## src/rtl/uart_frame_ram_writer.sv

```systemverilog
// UART frame to delay-RAM writer.
// Turns the received byte stream into addressed RAM writes. A frame is
// HDR, GA, CH, address bytes, data bytes, CHK. Writes go to one of N_CH
// channels, or to all of them when CH is 8'hFF. Checksum errors, illegal
// channels and inter-byte timeouts are reported as one-cycle pulses.
module uart_frame_ram_writer #(
  parameter int          N_CH        = 4,
  parameter int          ADDR_W      = 11,
  parameter int          DATA_W      = 24,
  parameter int          GA_W        = 5,
  parameter logic [7:0]  HDR         = 8'hAA,
  parameter int          TIMEOUT_CYC = 20000
) (
  input  logic                     I_clk_10M,
  input  logic                     I_rst,
  input  logic [7:0]               I_rx_data,
  input  logic                     I_rx_vld,
  input  logic [GA_W-1:0]          I_GA,
  output logic [N_CH-1:0]          O_WEA,
  output logic [N_CH*ADDR_W-1:0]   O_WRITE_ADDR,
  output logic [N_CH*DATA_W-1:0]   O_WRITE_DATA,
  output logic                     O_ERR_CHK,
  output logic                     O_ERR_CH,
  output logic                     O_ERR_TO,
  output logic [15:0]              O_FRAME_CNT
);

  localparam int AB   = (ADDR_W + 7) / 8;
  localparam int DB   = (DATA_W + 7) / 8;
  localparam int TO_W = $clog2(TIMEOUT_CYC + 1);

  localparam logic [2:0]      AB_LAST  = 3'(AB - 1);
  localparam logic [2:0]      DB_LAST  = 3'(DB - 1);
  localparam logic [7:0]      N_CH_B   = 8'(N_CH);
  localparam logic [7:0]      CH_BCAST = 8'hFF;
  localparam logic [TO_W-1:0] TO_LAST  = TO_W'(TIMEOUT_CYC - 1);
  localparam logic [TO_W-1:0] TO_ONE   = TO_W'(1);

  typedef enum logic [2:0] {
    S_IDLE,
    S_GA,
    S_CH,
    S_ADDR,
    S_DATA,
    S_CHK
  } state_t;

  state_t              state;
  logic                ga_hit;
  logic [7:0]          ch_r;
  logic [ADDR_W-1:0]   addr_sr;
  logic [DATA_W-1:0]   data_sr;
  logic [7:0]          xor_acc;
  logic [2:0]          bcnt;
  logic [TO_W-1:0]     to_cnt;
  logic                ga_match;

  // Shift a byte in at the bottom, keeping only the low ADDR_W bits so
  // surplus high bits of the first address byte fall off the top.
  function automatic logic [ADDR_W-1:0] shift_addr(input logic [ADDR_W-1:0] sr,
                                                   input logic [7:0] b);
    logic [ADDR_W+7:0] t;
    t = {sr, b};
    return t[ADDR_W-1:0];
  endfunction

  // Same as shift_addr, for the data word.
  function automatic logic [DATA_W-1:0] shift_data(input logic [DATA_W-1:0] sr,
                                                   input logic [7:0] b);
    logic [DATA_W+7:0] t;
    t = {sr, b};
    return t[DATA_W-1:0];
  endfunction

  // GA byte addresses this board when its low bits match, or are all ones.
  assign ga_match = (I_rx_data[GA_W-1:0] == I_GA) || (&I_rx_data[GA_W-1:0]);

  // Frame parser, timeout supervision and registered write/error outputs.
  always_ff @(posedge I_clk_10M) begin
    if (I_rst) begin
      state        <= S_IDLE;
      ga_hit       <= 1'b0;
      ch_r         <= '0;
      addr_sr      <= '0;
      data_sr      <= '0;
      xor_acc      <= '0;
      bcnt         <= '0;
      to_cnt       <= '0;
      O_WEA        <= '0;
      O_WRITE_ADDR <= '0;
      O_WRITE_DATA <= '0;
      O_ERR_CHK    <= 1'b0;
      O_ERR_CH     <= 1'b0;
      O_ERR_TO     <= 1'b0;
      O_FRAME_CNT  <= '0;
    end else begin
      O_WEA     <= '0;
      O_ERR_CHK <= 1'b0;
      O_ERR_CH  <= 1'b0;
      O_ERR_TO  <= 1'b0;

      if (I_rx_vld) begin
        // Any received byte restarts the idle timer, including one that
        // lands in the cycle the timer would otherwise expire.
        to_cnt <= '0;
        case (state)
          S_IDLE: begin
            xor_acc <= '0;
            if (I_rx_data == HDR) state <= S_GA;
          end
          S_GA: begin
            ga_hit  <= ga_match;
            xor_acc <= xor_acc ^ I_rx_data;
            state   <= S_CH;
          end
          S_CH: begin
            ch_r    <= I_rx_data;
            xor_acc <= xor_acc ^ I_rx_data;
            bcnt    <= '0;
            state   <= S_ADDR;
          end
          S_ADDR: begin
            addr_sr <= shift_addr(addr_sr, I_rx_data);
            xor_acc <= xor_acc ^ I_rx_data;
            if (bcnt == AB_LAST) begin
              bcnt  <= '0;
              state <= S_DATA;
            end else begin
              bcnt <= bcnt + 3'd1;
            end
          end
          S_DATA: begin
            data_sr <= shift_data(data_sr, I_rx_data);
            xor_acc <= xor_acc ^ I_rx_data;
            if (bcnt == DB_LAST) begin
              bcnt  <= '0;
              state <= S_CHK;
            end else begin
              bcnt <= bcnt + 3'd1;
            end
          end
          S_CHK: begin
            state   <= S_IDLE;
            xor_acc <= '0;
            // Checksum failure wins over channel checks; a foreign GA is
            // dropped quietly once the checksum is good.
            if (I_rx_data != xor_acc) begin
              O_ERR_CHK <= 1'b1;
            end else if (ga_hit) begin
              if (ch_r == CH_BCAST || ch_r < N_CH_B) begin
                for (int k = 0; k < N_CH; k++) begin
                  if (ch_r == CH_BCAST || ch_r == 8'(k)) begin
                    O_WEA[k]                          <= 1'b1;
                    O_WRITE_ADDR[k*ADDR_W +: ADDR_W]  <= addr_sr;
                    O_WRITE_DATA[k*DATA_W +: DATA_W]  <= data_sr;
                  end
                end
                O_FRAME_CNT <= O_FRAME_CNT + 16'd1;
              end else begin
                O_ERR_CH <= 1'b1;
              end
            end
          end
          default: state <= S_IDLE;
        endcase
      end else if (state != S_IDLE) begin
        // Stalled inside a frame: abandon it once the idle budget runs out.
        if (to_cnt == TO_LAST) begin
          O_ERR_TO <= 1'b1;
          state    <= S_IDLE;
          to_cnt   <= '0;
          xor_acc  <= '0;
          bcnt     <= '0;
        end else begin
          to_cnt <= to_cnt + TO_ONE;
        end
      end else begin
        xor_acc <= '0;
      end
    end
  end

endmodule

```

## config.mk

```make
export PLATFORM = sky130hd
export DESIGN_NAME = uart_frame_ram_writer
export DESIGN_NICKNAME = d
export VERILOG_FILES = /design/src/rtl/uart_frame_ram_writer.sv
export SDC_FILE = /design/constraint.sdc
export NUM_CORES = 1
export LEC_CHECK = 0
export ABC_AREA = 0
export CORE_MARGIN = 2
export CORE_UTILIZATION = 56
export CTS_CLUSTER_DIAMETER = 50
export DETAILED_ROUTE_END_ITERATION = 16
export HOLD_SLACK_MARGIN = 0.12
export PLACE_DENSITY = 0.85
export SKIP_CTS_REPAIR_TIMING = 1
export SYNTH_ARGS = -nofsm -noshare
export SYNTH_HDL_FRONTEND = slang
export SYNTH_SLANG_ARGS = --single-unit
```

## constraint.sdc

```tcl
create_clock -name I_clk_10M -period 5.3 [get_ports I_clk_10M]
set_clock_uncertainty 0.05 [all_clocks]
set_input_delay 1.06 -clock I_clk_10M [delete_from_list [all_inputs] [get_ports I_clk_10M]]
set_output_delay 1.06 -clock I_clk_10M [all_outputs]
set_load 0.01 [all_outputs]
```

==> results of run 1 <==
[logic make-up after synthesis]
kind of cell               count (synthesis)  share of synthesized area
and+or+nand+nor                          444                      0.243
AOI/OAI and AO/OA                        249                      0.146
DFF                                      236                      0.496
buffers and inverters                     90                     0.0388
muxes                                     44                     0.0464
xor gates and xnor gates                  29                     0.0267
adders and majority gates                  2                    0.00263
[cells in the final DEF, fill, tap and decap left out, types with 8 or more instances in the layout]
cell type / synthesis / routed
sky130_fd_sc_hd__dfxtp_1: 236 / 236
sky130_fd_sc_hd__clkdlybuf4s50_1: 0 / 177
sky130_fd_sc_hd__nand2_1: 167 / 167
sky130_fd_sc_hd__o21ai_0: 109 / 109
sky130_fd_sc_hd__a21oi_1: 98 / 98
sky130_fd_sc_hd__nand2b_1: 66 / 66
sky130_fd_sc_hd__nor2_1: 52 / 52
sky130_fd_sc_hd__mux2i_1: 43 / 43
sky130_fd_sc_hd__nand3b_1: 42 / 42
sky130_fd_sc_hd__nor2b_1: 29 / 29
sky130_fd_sc_hd__clkbuf_16: 0 / 24
sky130_fd_sc_hd__xor2_1: 22 / 22
sky130_fd_sc_hd__nand3_1: 15 / 15
sky130_fd_sc_hd__nor3_1: 12 / 12
sky130_fd_sc_hd__or4_1: 12 / 12
sky130_fd_sc_hd__o31ai_1: 11 / 11
sky130_fd_sc_hd__inv_1: 10 / 10
sky130_fd_sc_hd__nand4_1: 10 / 10
sky130_fd_sc_hd__clkbuf_8: 0 / 9
sky130_fd_sc_hd__buf_4: 0 / 9
sky130_fd_sc_hd__o211ai_1: 8 / 8
[how the worst max path moves through the flow]
stage / startpoint / end / depth (start not counted)
floorplan: I_rx_data[3] / O_FRAME_CNT[15] / 7
global placement: I_rx_data[3] / O_FRAME_CNT[15] / 6
detailed placement: I_rx_data[3] / O_FRAME_CNT[15] / 6
CTS: I_rx_data[3] / O_FRAME_CNT[15] / 6
global route: I_rx_data[3] / O_FRAME_CNT[15] / 6
finish: I_rx_data[3] / O_FRAME_CNT[15] / 6
[power breakdown]
group          leakage, nW  switching, mW  internal, mW  total [mW]
clock                0.397          0.699          1.01        1.71
sequential            1.90        0.00995          1.78        1.79
combinational         1.91         0.0776        0.0479       0.125
[metrics by stage]
stage / util / total power, mW / cells / hold WS, ns / area, um^2
5_1_grt: 0.735 / 3.73 / 1467 / 0.421 / 12200
3_3_place_gp: 0.685 / 1.95 / 1423 / 0.387 / 11400
6_report: 0.735 / 3.62 / 1467 / 0.401 / 12200
3_5_place_dp: 0.685 / 1.95 / 1423 / 0.394 / 11400
4_1_cts: 0.735 / 3.64 / 1467 / 0.404 / 12200
2_1_floorplan: - / 1.91 / 1094 / 0.399 / 9520
[layer usage]
layer,global-route usage,routed length [um],vias up
li1,-,-,4029
met1,0.370,11200,3898
met2,0.437,11800,315
met3,0.0393,1580,39
met4,0.0754,538,0
met5,0,0,-
[state kept, by name (all words and copies together), names as in the netlist, 4 cells and up]
name and cells:
to_cnt 15, xor_acc 8, data_sr 24, ch_r 8, addr_sr 11, O_WRITE_DATA 96
O_WRITE_ADDR 44, O_WEA 4, O_FRAME_CNT 16
[final cells by class]
cell class                      count  area [um^2]  area share
Sequential cell                   236         4720       0.388
Tap cell                          220          275      0.0226
Inverter                           11         41.3     0.00339
Clock buffer                       36          736      0.0604
Clock inverter                      8         83.8     0.00688
Timing Repair Buffer              188         1870       0.154
Multi-Input combinational cell    768         4450       0.365
[critical path, cell delays in order]
cell and delay [ns]:
sky130_fd_sc_hd__clkdlybuf4s50_1 0.71, sky130_fd_sc_hd__xor2_1 0.17, sky130_fd_sc_hd__nor4_2 0.54, sky130_fd_sc_hd__o2111ai_2 0.78, sky130_fd_sc_hd__nor4_1 0.51, sky130_fd_sc_hd__mux2_2 0.37
==> reports/results.ini, run 1 <==
[outcome]
run_status=complete, no violations

[logic_synthesis]
synth.yosys.seq_area_share=0.496
synth_top_area_cell=sky130_fd_sc_hd__dfxtp_1
post_synth_num_cell_types=57
synthTopCellsByArea=sky130_fd_sc_hd__dfxtp_1, sky130_fd_sc_hd__nand2_1, sky130_fd_sc_hd__o21ai_0, sky130_fd_sc_hd__a21oi_1, sky130_fd_sc_hd__mux2i_1
synth-edff-count=0
postSynthAreaPerCell_um2=8.70
post-synth-top-area-fraction=0.496
synth_top_flop_cell=sky130_fd_sc_hd__dfxtp_1
postSynthNetCount=1112
postSynth.asyncResetShare=0
synth_common_cells=sky130_fd_sc_hd__dfxtp_1, sky130_fd_sc_hd__nand2_1, sky130_fd_sc_hd__o21ai_0
netlist_area_mm2=0.00952
syn_inst=1094
yosys_warnings=0
most_frequent_cell_after_synthesis=sky130_fd_sc_hd__dfxtp_1
ys_seq_elements=236

[detailed_routing]
routed_vias_inst=5.64
drt-wirelength-per-cell_um=17.1
vias=8281
remaining_drc_errors=0
wirelength_um=25100
first_pass_iters=5
starting_drt_drc_count=686
final_antenna_net_count=0

[placed_design]
placement.setup.worst_slack_ns=1.02
placement.io_buffers=178
hpwl_um=16800
gpl.final_weighted_congestion=0.868

[timing]
fin_tns_setup_ns=0
finalCriticalPeriod_ns=3.82
timing.final.ws_setup_ns=1.48
timing.final.crit_share=0.720
number_of_hold_slack_violations_in_the_final_timing_report=0
setup_viol=0
timing.max_slew.rel_slack=0.162
finalMaxSlewViolations=0
max_freq_mhz=262
grt_setup_unrepaired=no
worstMarginPinSlew_ns=1.26

[critical_path]
crit-reg2reg-capture=O_WRITE_DATA[29]
timing.critical_path.arrival_ns=4.16
r2r.worst_path.cells=6
startpoint_types=input port
critical_path_required_ns=5.64
criticalPathCategory=input port to flop
path_max_fanout=32
crit_path_capture_type=flop
critical_path.reg2reg.startpoint=state[1]
reg2reg_setup_slack_ns=2.23

[finish]
nNetsFinal=1247
filler_cell_count=1260
antenna_cells_inserted=0
fraction_of_final_layout_cells_with_drive_strength_greater_than_1=0.0545
area_growth_pct=27.9

[clocking]
cts_tree=done
tritoncts.num_buffers=24
clock_insertion_delay_worst_skew_ns=0.50
clock-root-buffer=sky130_fd_sc_hd__clkbuf_16
cts_sinks=236
clock_tree.htree_level_count=1
max-clock-path-buffers=3
clkTransAtPathRegs_ns=0.06

[global_routing]
first_pass_grt_wire_length_um=39600
groute.usage.overall=0.267
number_of_antenna_violations_at_the_first_check_in_global_routing=0
grt_max_degree=126
first_global_vias=7661
globalRouteOverflowTotal=0

[min_path]
endpoint_of_the_worst_hold_timing_path=O_WRITE_ADDR[38]
min_path_cells=2
hold_start=O_WRITE_ADDR[38]
hp-class=flop to flop

[flow_run]
maxCapViolCount=0

[power_and_ir_drop]
vdd_drop_max_mv=0.247
power_leakage_nw=4.20
power_density_mw_per_mm2=298

[floorplan]
die-area_mm2=0.0181
die_h_um=134
rows=47
initial_utilization=0.574
die_width_um=134
core_area_mm2=0.0166
io_pins=179

Note: power is estimated with default switching activity, not from simulation.
==> inputs of run 2 (changes only) <==
- CORE_UTILIZATION: 56 -> 47
- PLACE_DENSITY: 0.85 -> 0.76
- clock period: 5.3 -> 3.5 ns (I/O delays scaled with it)
==> reports/results.ini, run 2 (synthesized netlist as in run 1, its figures left out) <==
[power_and_ir_drop]
power_density_mw_per_mm2=464
vdd_drop_max_mv=0.668
power_leakage_nw=4.33

[detailed_routing]
remaining_drc_errors=0
wirelength_um=25600
final_antenna_net_count=0
drt-wirelength-per-cell_um=16.7
vias=8433
starting_drt_drc_count=766
first_pass_iters=5
routed_vias_inst=5.49

[timing]
grt_setup_unrepaired=no
finalCriticalPeriod_ns=2.72
worstMarginPinSlew_ns=1.15
setup_viol=0
max_freq_mhz=367
timing.max_slew.rel_slack=0.235
timing.final.crit_share=0.778
fin_tns_setup_ns=0
number_of_hold_slack_violations_in_the_final_timing_report=0
finalMaxSlewViolations=0

[clocking]
cts_sinks=236
clock_insertion_delay_worst_skew_ns=0.53
clkTransAtPathRegs_ns=0.06
clock-root-buffer=sky130_fd_sc_hd__clkbuf_16
clock_tree.htree_level_count=1
tritoncts.num_buffers=27
max-clock-path-buffers=3
cts_tree=done

[critical_path]
r2r.worst_path.cells=5
crit_path_capture_type=flop
critical_path.reg2reg.startpoint=state[1]
family_of_cells_with_the_greatest_summed_delay_on_the_critical_path=simple AND/OR/NAND/NOR gates
startpoint_types=input port
crit-reg2reg-capture=O_WRITE_DATA[31]
worstSetupStartpoint=I_rx_data[6]
timing.critical_path.arrival_ns=3.12
cp.buffers_inverters=1
slowest_stage=sky130_fd_sc_hd__or2_1
path_max_fanout=35
crit_path_max_incr_delay_ns=0.68
critical_path_required_ns=3.89
timing.critical_path.cells=clkdlybuf4s50_1, xor2_1, nor4_2, nand3_1, or2_1, o21ai_0
reg2reg_setup_slack_ns=0.87
criticalPathCategory=input port to flop

[placed_design]
hpwl_um=17100
numPlacedInstances=1487
placement.io_buffers=178
gpl.final_weighted_congestion=0.828
cell_area_after_placement_mm2=0.0115

[finish]
largestRegisters=O_WRITE_DATA (96), O_WRITE_ADDR (44), data_sr (24)
regMostFlops=O_WRITE_DATA
filler_cell_count=1718
fraction_of_final_layout_cells_with_drive_strength_greater_than_1=0.0648
nNetsFinal=1264
area_growth_pct=30.8
largest_reg_flops=96
finish.instance_area_mm2=0.0125
layout_commonest_cell=sky130_fd_sc_hd__dfxtp_1
fin_cells=1536
most-common-layout-cells=sky130_fd_sc_hd__dfxtp_1, sky130_fd_sc_hd__clkdlybuf4s50_1, sky130_fd_sc_hd__nand2_1

[global_routing]
number_of_antenna_violations_at_the_first_check_in_global_routing=1
first_pass_grt_wire_length_um=41100
groute.usage.overall=0.232
globalRouteOverflowTotal=0
grt_max_degree=99
first_global_vias=7722

[min_path]
hold_start=O_WRITE_DATA[78]
hp-class=flop to flop
min_path_cells=2
endpoint_of_the_worst_hold_timing_path=O_WRITE_DATA[78]

[floorplan]
die_width_um=146
die-area_mm2=0.0214
io_pins=179
rows=52
core_area_mm2=0.0200
die_h_um=146
initial_utilization=0.475

[outcome]
run_status=complete, no violations

[flow_run]
maxCapViolCount=0

## run 2: layout make-up
cell class / count / area (um^2) / area share
multi-input combinational: 768 / 4450 / 0.357
inverter: 11 / 41.3 / 0.00332
clock buffer: 36 / 729 / 0.0586
sequential: 236 / 4720 / 0.379
tap: 270 / 338 / 0.0271
antenna: 1 / 2.50 / 0.000201
timing repair buffer: 202 / 1990 / 0.160
clock inverter: 12 / 179 / 0.0144
## run 2: worst max-delay path by stage
| stage | to | cells after the start | slack, ns |
|---|---|---|---|
| after floorplan | O_FRAME_CNT[15] | 7 | 0.86 |
| after global placement | O_WRITE_ADDR[20] | 6 | 0.29 |
| after detailed placement | O_WRITE_ADDR[19] | 6 | 0.21 |
| after CTS | O_WRITE_ADDR[19] | 6 | 0.76 |
| after global routing | O_WRITE_DATA[27] | 5 | 0.56 |
| final | O_WRITE_DATA[31] | 6 | 0.78 |
## run 2: metal layers
metal	track usage	part of all wire	up-vias
met5	0	0	-
met4	0.0631	0.022	0
met3	0.0344	0.064	40
met2	0.369	0.46	280
met1	0.333	0.46	4029
li1	-	-	4084
## run 2: power breakdown
part / internal [mW] / total [mW] / switching, mW / leakage, nW
Sequential: 2.70 / 2.71 / 0.0141 / 1.90
Combinational: 0.0816 / 0.205 / 0.123 / 1.98
Clock: 1.76 / 2.86 / 1.10 / 0.450
## run 2: worst reg2reg max path, stage by stage, from the launching register on
cell and delay [ns]:
sky130_fd_sc_hd__dfxtp_1 0.59, sky130_fd_sc_hd__and4b_1 0.30, sky130_fd_sc_hd__and2_0 0.26, sky130_fd_sc_hd__nand3_1 0.14, sky130_fd_sc_hd__or2_1 0.87, sky130_fd_sc_hd__o21ai_0 0.26
## run 2: metrics by stage
stage	hold WS [ns]	util	setup slack, ns	power (mW)
2_1_floorplan	0.399	-	0.859	2.90
3_5_place_dp	0.394	0.576	0.207	2.97
5_1_grt	0.415	0.622	0.556	5.95
3_3_place_gp	0.388	0.576	0.291	2.97
6_report	0.400	0.622	0.776	5.78
4_1_cts	0.402	0.621	0.763	5.81
